`src/rtl/pipe_pkg.sv`:
```
// Shared pipeline definitions: datapath widths, ALU operation codes and the
// ID/EX control bundle used by the decode/execute boundary.
package pipe_pkg;

  localparam int DATA_W = 32;
  localparam int REG_W  = 5;

  localparam logic [3:0] ALU_AND = 4'b0000;
  localparam logic [3:0] ALU_OR  = 4'b0001;
  localparam logic [3:0] ALU_ADD = 4'b0010;
  localparam logic [3:0] ALU_SLL = 4'b0100;
  localparam logic [3:0] ALU_SUB = 4'b0110;
  localparam logic [3:0] ALU_SLT = 4'b0111;
  localparam logic [3:0] ALU_BAD = 4'b1111;

  typedef struct packed {
    logic       reg_dst;
    logic       alu_src;
    logic       mem_to_reg;
    logic       reg_write;
    logic       mem_write;
    logic [3:0] alu_control;
  } ctrl_t;

  // A bubble is an instruction that writes nothing and touches no memory.
  localparam ctrl_t CTRL_BUBBLE = '0;

  // A load is the only instruction whose result is not ready at the end of EX.
  function automatic logic is_load(input ctrl_t c);
    return c.mem_to_reg & c.reg_write;
  endfunction

endpackage

```
`src/rtl/hazard_detect.sv`:
```
// Load-use hazard check: flags an ID instruction that reads the destination of
// a load currently sitting in EX. Purely combinational.
module hazard_detect #(
  parameter int REG_W = 5
) (
  input  logic             ex_mem_to_reg_i,
  input  logic             ex_reg_write_i,
  input  logic [REG_W-1:0] ex_rt_i,
  input  logic [REG_W-1:0] id_rs_i,
  input  logic [REG_W-1:0] id_rt_i,
  input  logic             id_uses_rt_i,
  output logic             hazard_o
);

  logic ex_is_load;
  logic ex_dst_live;
  logic rs_match;
  logic rt_match;

  always_comb begin
    ex_is_load  = ex_mem_to_reg_i & ex_reg_write_i;
    // $zero is hardwired, so a load targeting it never produces a value to wait for.
    ex_dst_live = (ex_rt_i != '0);
    rs_match    = (ex_rt_i == id_rs_i);
    rt_match    = id_uses_rt_i & (ex_rt_i == id_rt_i);
    hazard_o    = ex_is_load & ex_dst_live & (rs_match | rt_match);
  end

endmodule

```
`src/rtl/id_ex_stage.sv`:
```
// ID/EX pipeline register with load-use stall generation, bubble injection on
// hazard or flush, and a saturating bubble counter for performance debug.
module id_ex_stage
  import pipe_pkg::*;
#(
  parameter int DATA_W = 32,
  parameter int REG_W  = 5,
  parameter int CNT_W  = 16
) (
  input  logic              clk,
  input  logic              rst_n,
  input  logic              id_reg_dst,
  input  logic              id_alu_src,
  input  logic              id_mem_to_reg,
  input  logic              id_reg_write,
  input  logic              id_mem_write,
  input  logic [3:0]        id_alu_control,
  input  logic              id_uses_rt,
  input  logic [DATA_W-1:0] id_rd1,
  input  logic [DATA_W-1:0] id_rd2,
  input  logic [DATA_W-1:0] id_imm,
  input  logic [REG_W-1:0]  id_rs,
  input  logic [REG_W-1:0]  id_rt,
  input  logic [REG_W-1:0]  id_rd,
  input  logic              flush_i,
  output logic              stall_o,
  output logic              ex_valid,
  output logic              ex_reg_dst,
  output logic              ex_alu_src,
  output logic              ex_mem_to_reg,
  output logic              ex_reg_write,
  output logic              ex_mem_write,
  output logic [3:0]        ex_alu_control,
  output logic [DATA_W-1:0] ex_rd1,
  output logic [DATA_W-1:0] ex_rd2,
  output logic [DATA_W-1:0] ex_imm,
  output logic [REG_W-1:0]  ex_rs,
  output logic [REG_W-1:0]  ex_rt,
  output logic [REG_W-1:0]  ex_rd,
  output logic [CNT_W-1:0]  bubble_cnt
);

  ctrl_t             ctrl_q, ctrl_d;
  ctrl_t             id_ctrl;
  logic              valid_q, valid_d;
  logic [DATA_W-1:0] rd1_q, rd1_d;
  logic [DATA_W-1:0] rd2_q, rd2_d;
  logic [DATA_W-1:0] imm_q, imm_d;
  logic [REG_W-1:0]  rs_q, rs_d;
  logic [REG_W-1:0]  rt_q, rt_d;
  logic [REG_W-1:0]  rd_q, rd_d;
  logic [CNT_W-1:0]  cnt_q, cnt_d;

  logic hazard;
  logic bubble;

  always_comb begin
    id_ctrl.reg_dst     = id_reg_dst;
    id_ctrl.alu_src     = id_alu_src;
    id_ctrl.mem_to_reg  = id_mem_to_reg;
    id_ctrl.reg_write   = id_reg_write;
    id_ctrl.mem_write   = id_mem_write;
    id_ctrl.alu_control = id_alu_control;
  end

  hazard_detect #(
    .REG_W (REG_W)
  ) u_hazard_detect (
    .ex_mem_to_reg_i (ctrl_q.mem_to_reg),
    .ex_reg_write_i  (ctrl_q.reg_write),
    .ex_rt_i         (rt_q),
    .id_rs_i         (id_rs),
    .id_rt_i         (id_rt),
    .id_uses_rt_i    (id_uses_rt),
    .hazard_o        (hazard)
  );

  // A taken branch/jump wins over the stall so IF can fetch the target.
  assign stall_o = hazard & ~flush_i;
  assign bubble  = hazard | flush_i;

  always_comb begin
    ctrl_d  = CTRL_BUBBLE;
    valid_d = 1'b0;
    rd1_d   = '0;
    rd2_d   = '0;
    imm_d   = '0;
    rs_d    = '0;
    rt_d    = '0;
    rd_d    = '0;
    if (!bubble) begin
      ctrl_d  = id_ctrl;
      valid_d = 1'b1;
      rd1_d   = id_rd1;
      rd2_d   = id_rd2;
      imm_d   = id_imm;
      rs_d    = id_rs;
      rt_d    = id_rt;
      rd_d    = id_rd;
    end
  end

  always_comb begin
    cnt_d = cnt_q;
    if (bubble && (cnt_q != {CNT_W{1'b1}})) begin
      cnt_d = cnt_q + CNT_W'(1);
    end
  end

  always_ff @(posedge clk or negedge rst_n) begin
    if (!rst_n) begin
      ctrl_q  <= CTRL_BUBBLE;
      valid_q <= 1'b0;
      rd1_q   <= '0;
      rd2_q   <= '0;
      imm_q   <= '0;
      rs_q    <= '0;
      rt_q    <= '0;
      rd_q    <= '0;
      cnt_q   <= '0;
    end else begin
      ctrl_q  <= ctrl_d;
      valid_q <= valid_d;
      rd1_q   <= rd1_d;
      rd2_q   <= rd2_d;
      imm_q   <= imm_d;
      rs_q    <= rs_d;
      rt_q    <= rt_d;
      rd_q    <= rd_d;
      cnt_q   <= cnt_d;
    end
  end

  assign ex_valid       = valid_q;
  assign ex_reg_dst     = ctrl_q.reg_dst;
  assign ex_alu_src     = ctrl_q.alu_src;
  assign ex_mem_to_reg  = ctrl_q.mem_to_reg;
  assign ex_reg_write   = ctrl_q.reg_write;
  assign ex_mem_write   = ctrl_q.mem_write;
  assign ex_alu_control = ctrl_q.alu_control;
  assign ex_rd1         = rd1_q;
  assign ex_rd2         = rd2_q;
  assign ex_imm         = imm_q;
  assign ex_rs          = rs_q;
  assign ex_rt          = rt_q;
  assign ex_rd          = rd_q;
  assign bubble_cnt     = cnt_q;

endmodule

```
`config.mk`:
```
export PLATFORM = sky130hd
export DESIGN_NAME = id_ex_stage
export DESIGN_NICKNAME = d
export VERILOG_FILES = /design/src/rtl/pipe_pkg.sv /design/src/rtl/hazard_detect.sv /design/src/rtl/id_ex_stage.sv
export SDC_FILE = /design/constraint.sdc
export NUM_CORES = 1
export LEC_CHECK = 0
export BUFFER_PORTS_ARGS = -buffer_cell sky130_fd_sc_hd__clkbuf_2
export CAP_MARGIN = 40
export CORE_UTILIZATION = 42
export CTS_BUF_LIST = sky130_fd_sc_hd__clkbuf_8
export DETAILED_ROUTE_END_ITERATION = 16
export HOLD_SLACK_MARGIN = 0.08
export PLACE_DENSITY_LB_ADDON = 0.2
export SYNTH_ARGS = -nofsm -noshare
export SYNTH_HDL_FRONTEND = slang
export SYNTH_SLANG_ARGS = --single-unit
```
`constraint.sdc`:
```
create_clock -name clk -period 5.75 [get_ports clk]
set_input_delay 1.15 -clock clk [delete_from_list [all_inputs] [get_ports clk]]
set_output_delay 1.15 -clock clk [all_outputs]
set_load 0.005 [all_outputs]
```
== After elaboration in Yosys (flattened, before gate mapping) ==
Index checks and enable logic that the tools add are counted.

* Register bits after elaboration: 137
* Bits of input ports: 124
* Logic and storage cells: 36

* $add $sub $neg: 1
* Equal/unequal tests: 3
* Multiplexer cells: 8
* Bitwise operators: 8
* Reductions and logical operators: 2

{| class="wikitable"
|+ Operators by type and width
! operator !! count
|-
| $mux W32 || 3
|-
| $add A16 B1 Y16 const B || 1
|-
| $ne A16 B16 Y1 const B || 1
|-
| $mux W5 || 3
|-
| $eq A5 B5 Y1 || 2
|-
| $mux W9 || 1
|-
| $and A1 B1 Y1 || 5
|-
| $reduce_bool A5 Y1 || 1
|-
| $or A1 B1 Y1 || 2
|-
| $logic_and A1 B1 Y1 || 1
|-
| $mux W1 || 1
|-
| $not A1 Y1 || 1
|}

== Logic depth before layout (Yosys ltp) ==
* Word-level depth: 6
* Depth in mapped cells: 8

== By module ==
Synthesis repeated with hierarchy kept, for this count alone.

* Cell total of the unflattened synthesis: 345
* Area, all modules: 4792.1 um2

{| class="wikitable"
|+ Modules (own cells, without submodules)
! module !! times used !! cells each !! area an instance (um2) !! sequential area each (um2)
|-
| id_ex_stage || 1 || 328 || 4658.2 || 3428.3
|-
| hazard_detect || 1 || 17 || 133.9 || 0.0
|}

== Worst setup path after synthesis ==
Ideal clock, no wire load.

* Kind: input port to output port
* Start point: input port id_rt[3]
* End point: output port stall_o
* Arrival time: 1.950 ns
* Required time: 4.600 ns
* Setup slack: 2.650 ns
* Cell stages on the path: 4
* Buffers on the path: 0
* Cells stage by stage: xor2_1 -> nor4_2 -> a32oi_1 -> nor3_1

* Cells in the longest elaborated chain, start to end: 5

{| class="wikitable"
|+ RTL lines
! element !! line !! RTL
|-
| start: declaration || id_ex_stage.sv:23 || <nowiki>input logic [REG_W-1:0] id_rt,</nowiki>
|-
| $eq A5 B5 Y1 || hazard_detect.sv:25 || <nowiki>rt_match = id_uses_rt_i & (ex_rt_i == id_rt_i);</nowiki>
|-
| $and A1 B1 Y1 || hazard_detect.sv:25 ||
|-
| $or A1 B1 Y1 || hazard_detect.sv:26 || <nowiki>hazard_o = ex_is_load & ex_dst_live & (rs_match | rt_match);</nowiki>
|-
| $and A1 B1 Y1 || hazard_detect.sv:26 ||
|-
| $and A1 B1 Y1 || id_ex_stage.sv:79 || <nowiki>assign stall_o = hazard & ~flush_i;</nowiki>
|-
| end: declaration || id_ex_stage.sv:26 || <nowiki>output logic stall_o,</nowiki>
|}

No other way between the ends.

== Final worst setup path ==
Ends and elaborated chain as after synthesis.

==> flow_summary.ini <==
[layout]
syn_to_final_growth_pct = 36.9
drive_gt1_frac = 0.473
antennaDiodeCount = 0
nets = 738
final_util = 0.597
stdcell_area_um2 = 6560

[logic_synthesis]
ys_ff_latch = 137
netlist_area_um2 = 4790
yosysSeqAreaShare = 0.715
syn_area_per_cell_um2 = 13.9
synthesis.nets = 470
async_reset_ff_frac = 1.00
netlist_instances = 345
synthFlopType = dfrtp_1
yosysWarnings = 0
synth_cell_types = 32
synth_edf_count = 0

[critical_path]
reg2reg_slack_ns = 3.15
endpoint_kind = output pin
cp-start-kind = input port
slowest_delay_ns = 0.30
cp_max_fo = 2
path_class = input port to output pin
crit_top_cell = clkbuf_2
critPathSlowestCell = nor4_2
rr_startpoint = ex_rt[3]
cp.arrival_ns = 2.27
required_ns = 4.60
path_delay_family = simple AND/OR/NAND/NOR gates
crit_path_cell_trace = clkbuf_2 -> xor2_1 -> nor4_2 -> a32oi_1 -> nor3_1 -> clkbuf_2
crit_buf_inv = 2
r2r_cells = 8
reg2reg_to = bubble_cnt[1]

[routing]
drtIter0Drc = 95
ant_nets = 0
vias_per_cell = 4.51
drt-total-wl_mm = 10.6
wl_per_cell_um = 13.8
drc = 0
vias = 3444
first_pass_iters = 4

[timing]
period_share = 0.595
slew_headroom = 0.454
skew_ns = 0.00605
period_needed_ns = 3.42
slew_violations = 0
hold_viol = 0
finalSetupViolCount = 0
rsz0062_at_grt = false
fin_tns_setup_ns = 0
fmax_ghz = 0.292
tightest_slew_ns = 0.819

[pwr]
powerDensity_nw_per_um2 = 309
peakVddDrop_mv = 0.185
power_mw = 2.03
p_leak_nw = 3.58

[min_path]
whs_path_depth = 1
holdCritPathClass = flip-flop to flip-flop
min_to = bubble_cnt[9]
worstHoldStart = bubble_cnt[9]

[clock_network]
path_clk_slew_ns = 0.07
cts-buffers-inserted = 17
cts_setup_buffers = 0
h-tree-depth = 4
clk_latency_ns = 0.43
clock-sinks = 137
cts-root-buf = clkbuf_8
postCtsHoldBufs = 0
cts_buffer_depth = 2
ctsResizeCount = 0
cts_tree = built

[grt]
grt_usage = 0.184
grt_pass1_vias = 3356
overflow = 0
grt_max_degree = 90
antenna_found_initial = 0
grt_pass1_wl_mm = 15.9

[die]
rows = 38
die_h_um = 109
start_util = 0.436
die_area_um2 = 11800
core-area_um2 = 11000
die_w_um = 109
ios = 262

[place]
placed_area_um2 = 6250
globalplace.congestion = 0.867
port-buffer-count = 261
place_hpwl_mm = 7.78

[flow_run]
cap_violations = 0

[status]
status = complete, no violations
==> kinds of logic after synthesis <==
kind of cell,share of synthesized area
xor gates and xnor gates,0.0384
DFF,0.715
and+or+nand+nor,0.204
AOI/OAI and AO/OA,0.0191
adders and majority gates,0.00261
muxes,0.00470
buffers and inverters,0.0162
==> cell usage after synthesis (all sizes together), types with 2 or more instances <==
master,n,area (um^2)
o31ai,2,15.0
dfrtp,137,3430
buf,2,18.8
nor4,5,67.6
inv,3,13.8
nor2,5,18.8
nand4,3,18.8
xor2,15,131
nand2,7,26.3
clkbuf,12,45.0
nor3,6,30.0
xnor2,6,52.6
nand3,6,30.0
and2,121,757
mux2,2,22.5
==> layout make-up <==
class | instances | area [um^2]
fill | 941 | 4420
sequential | 137 | 3430
timing repair buffer | 263 | 1350
multi-input combinational | 191 | 1290
clock buffer | 19 | 262
tap | 140 | 175
clock inverter | 11 | 46.3
inverter | 3 | 13.8
==> placed cells by master (no fill, tap or decap), types with 2 or more instances in the layout <==
cell type,n
nor3_1,6
nor4_1,2
nand4_1,3
o31ai_1,2
inv_1,9
nor2_1,5
clkinv_2,4
dfrtp_1,137
nor4_4,2
nand3_1,6
clkbuf_8,19
and2_1,121
mux2_2,2
nand2_1,7
clkbuf_2,260
xor2_1,15
xnor2_1,6
==> metrics by stage <==
| stage | setup slack [ns] | hold slack [ns] | instances |
|---|---|---|---|
| floorplan | 2.65 | 0.484 | 345 |
| global route | 2.23 | 0.528 | 764 |
| finish | 2.33 | 0.496 | 764 |
| CTS | 2.31 | 0.505 | 764 |
| global placement | 2.33 | 0.484 | 733 |
| detailed placement | 2.31 | 0.495 | 734 |
==> power by group <==
group,switching [mW],internal (mW)
clock network,0.322,0.301
registers,0.0623,1.05
logic,0.150,0.147
==> worst max path at each step <==
| stage | startpoint | to | slack, ns | depth (start not counted) |
|---|---|---|---|---|
| floorplan | id_rt[3] | stall_o | 2.65 | 4 |
| global placement | id_rt[1] | bubble_cnt[1] | 2.33 | 8 |
| detailed placement | id_rt[3] | bubble_cnt[1] | 2.31 | 9 |
| CTS | id_rt[3] | stall_o | 2.31 | 6 |
| global route | id_rt[3] | stall_o | 2.23 | 6 |
| finish | id_rt[3] | stall_o | 2.33 | 6 |
==> layer usage <==
| layer | GRT usage | vias to the layer above | share of wire |
|---|---|---|---|
| met5 | 0 | - | 0 |
| met3 | 0.0867 | 19 | 0.10 |
| met4 | 0.0985 | 0 | 0.021 |
| met2 | 0.298 | 175 | 0.50 |
| li1 | - | 1626 | - |
| met1 | 0.199 | 1624 | 0.37 |
==> worst register-to-register path, cell delays in order (launching register included) <==
cell      delay (ns)
dfrtp_1         0.43
xor2_1          0.20
nor4_2          0.30
a32oi_1         0.23
o21bai_4        0.29
inv_4           0.19
buf_16          0.26
nor2_1          0.24
mux2_2          0.36
No activity file was read; power rests on OpenSTA's default activity.
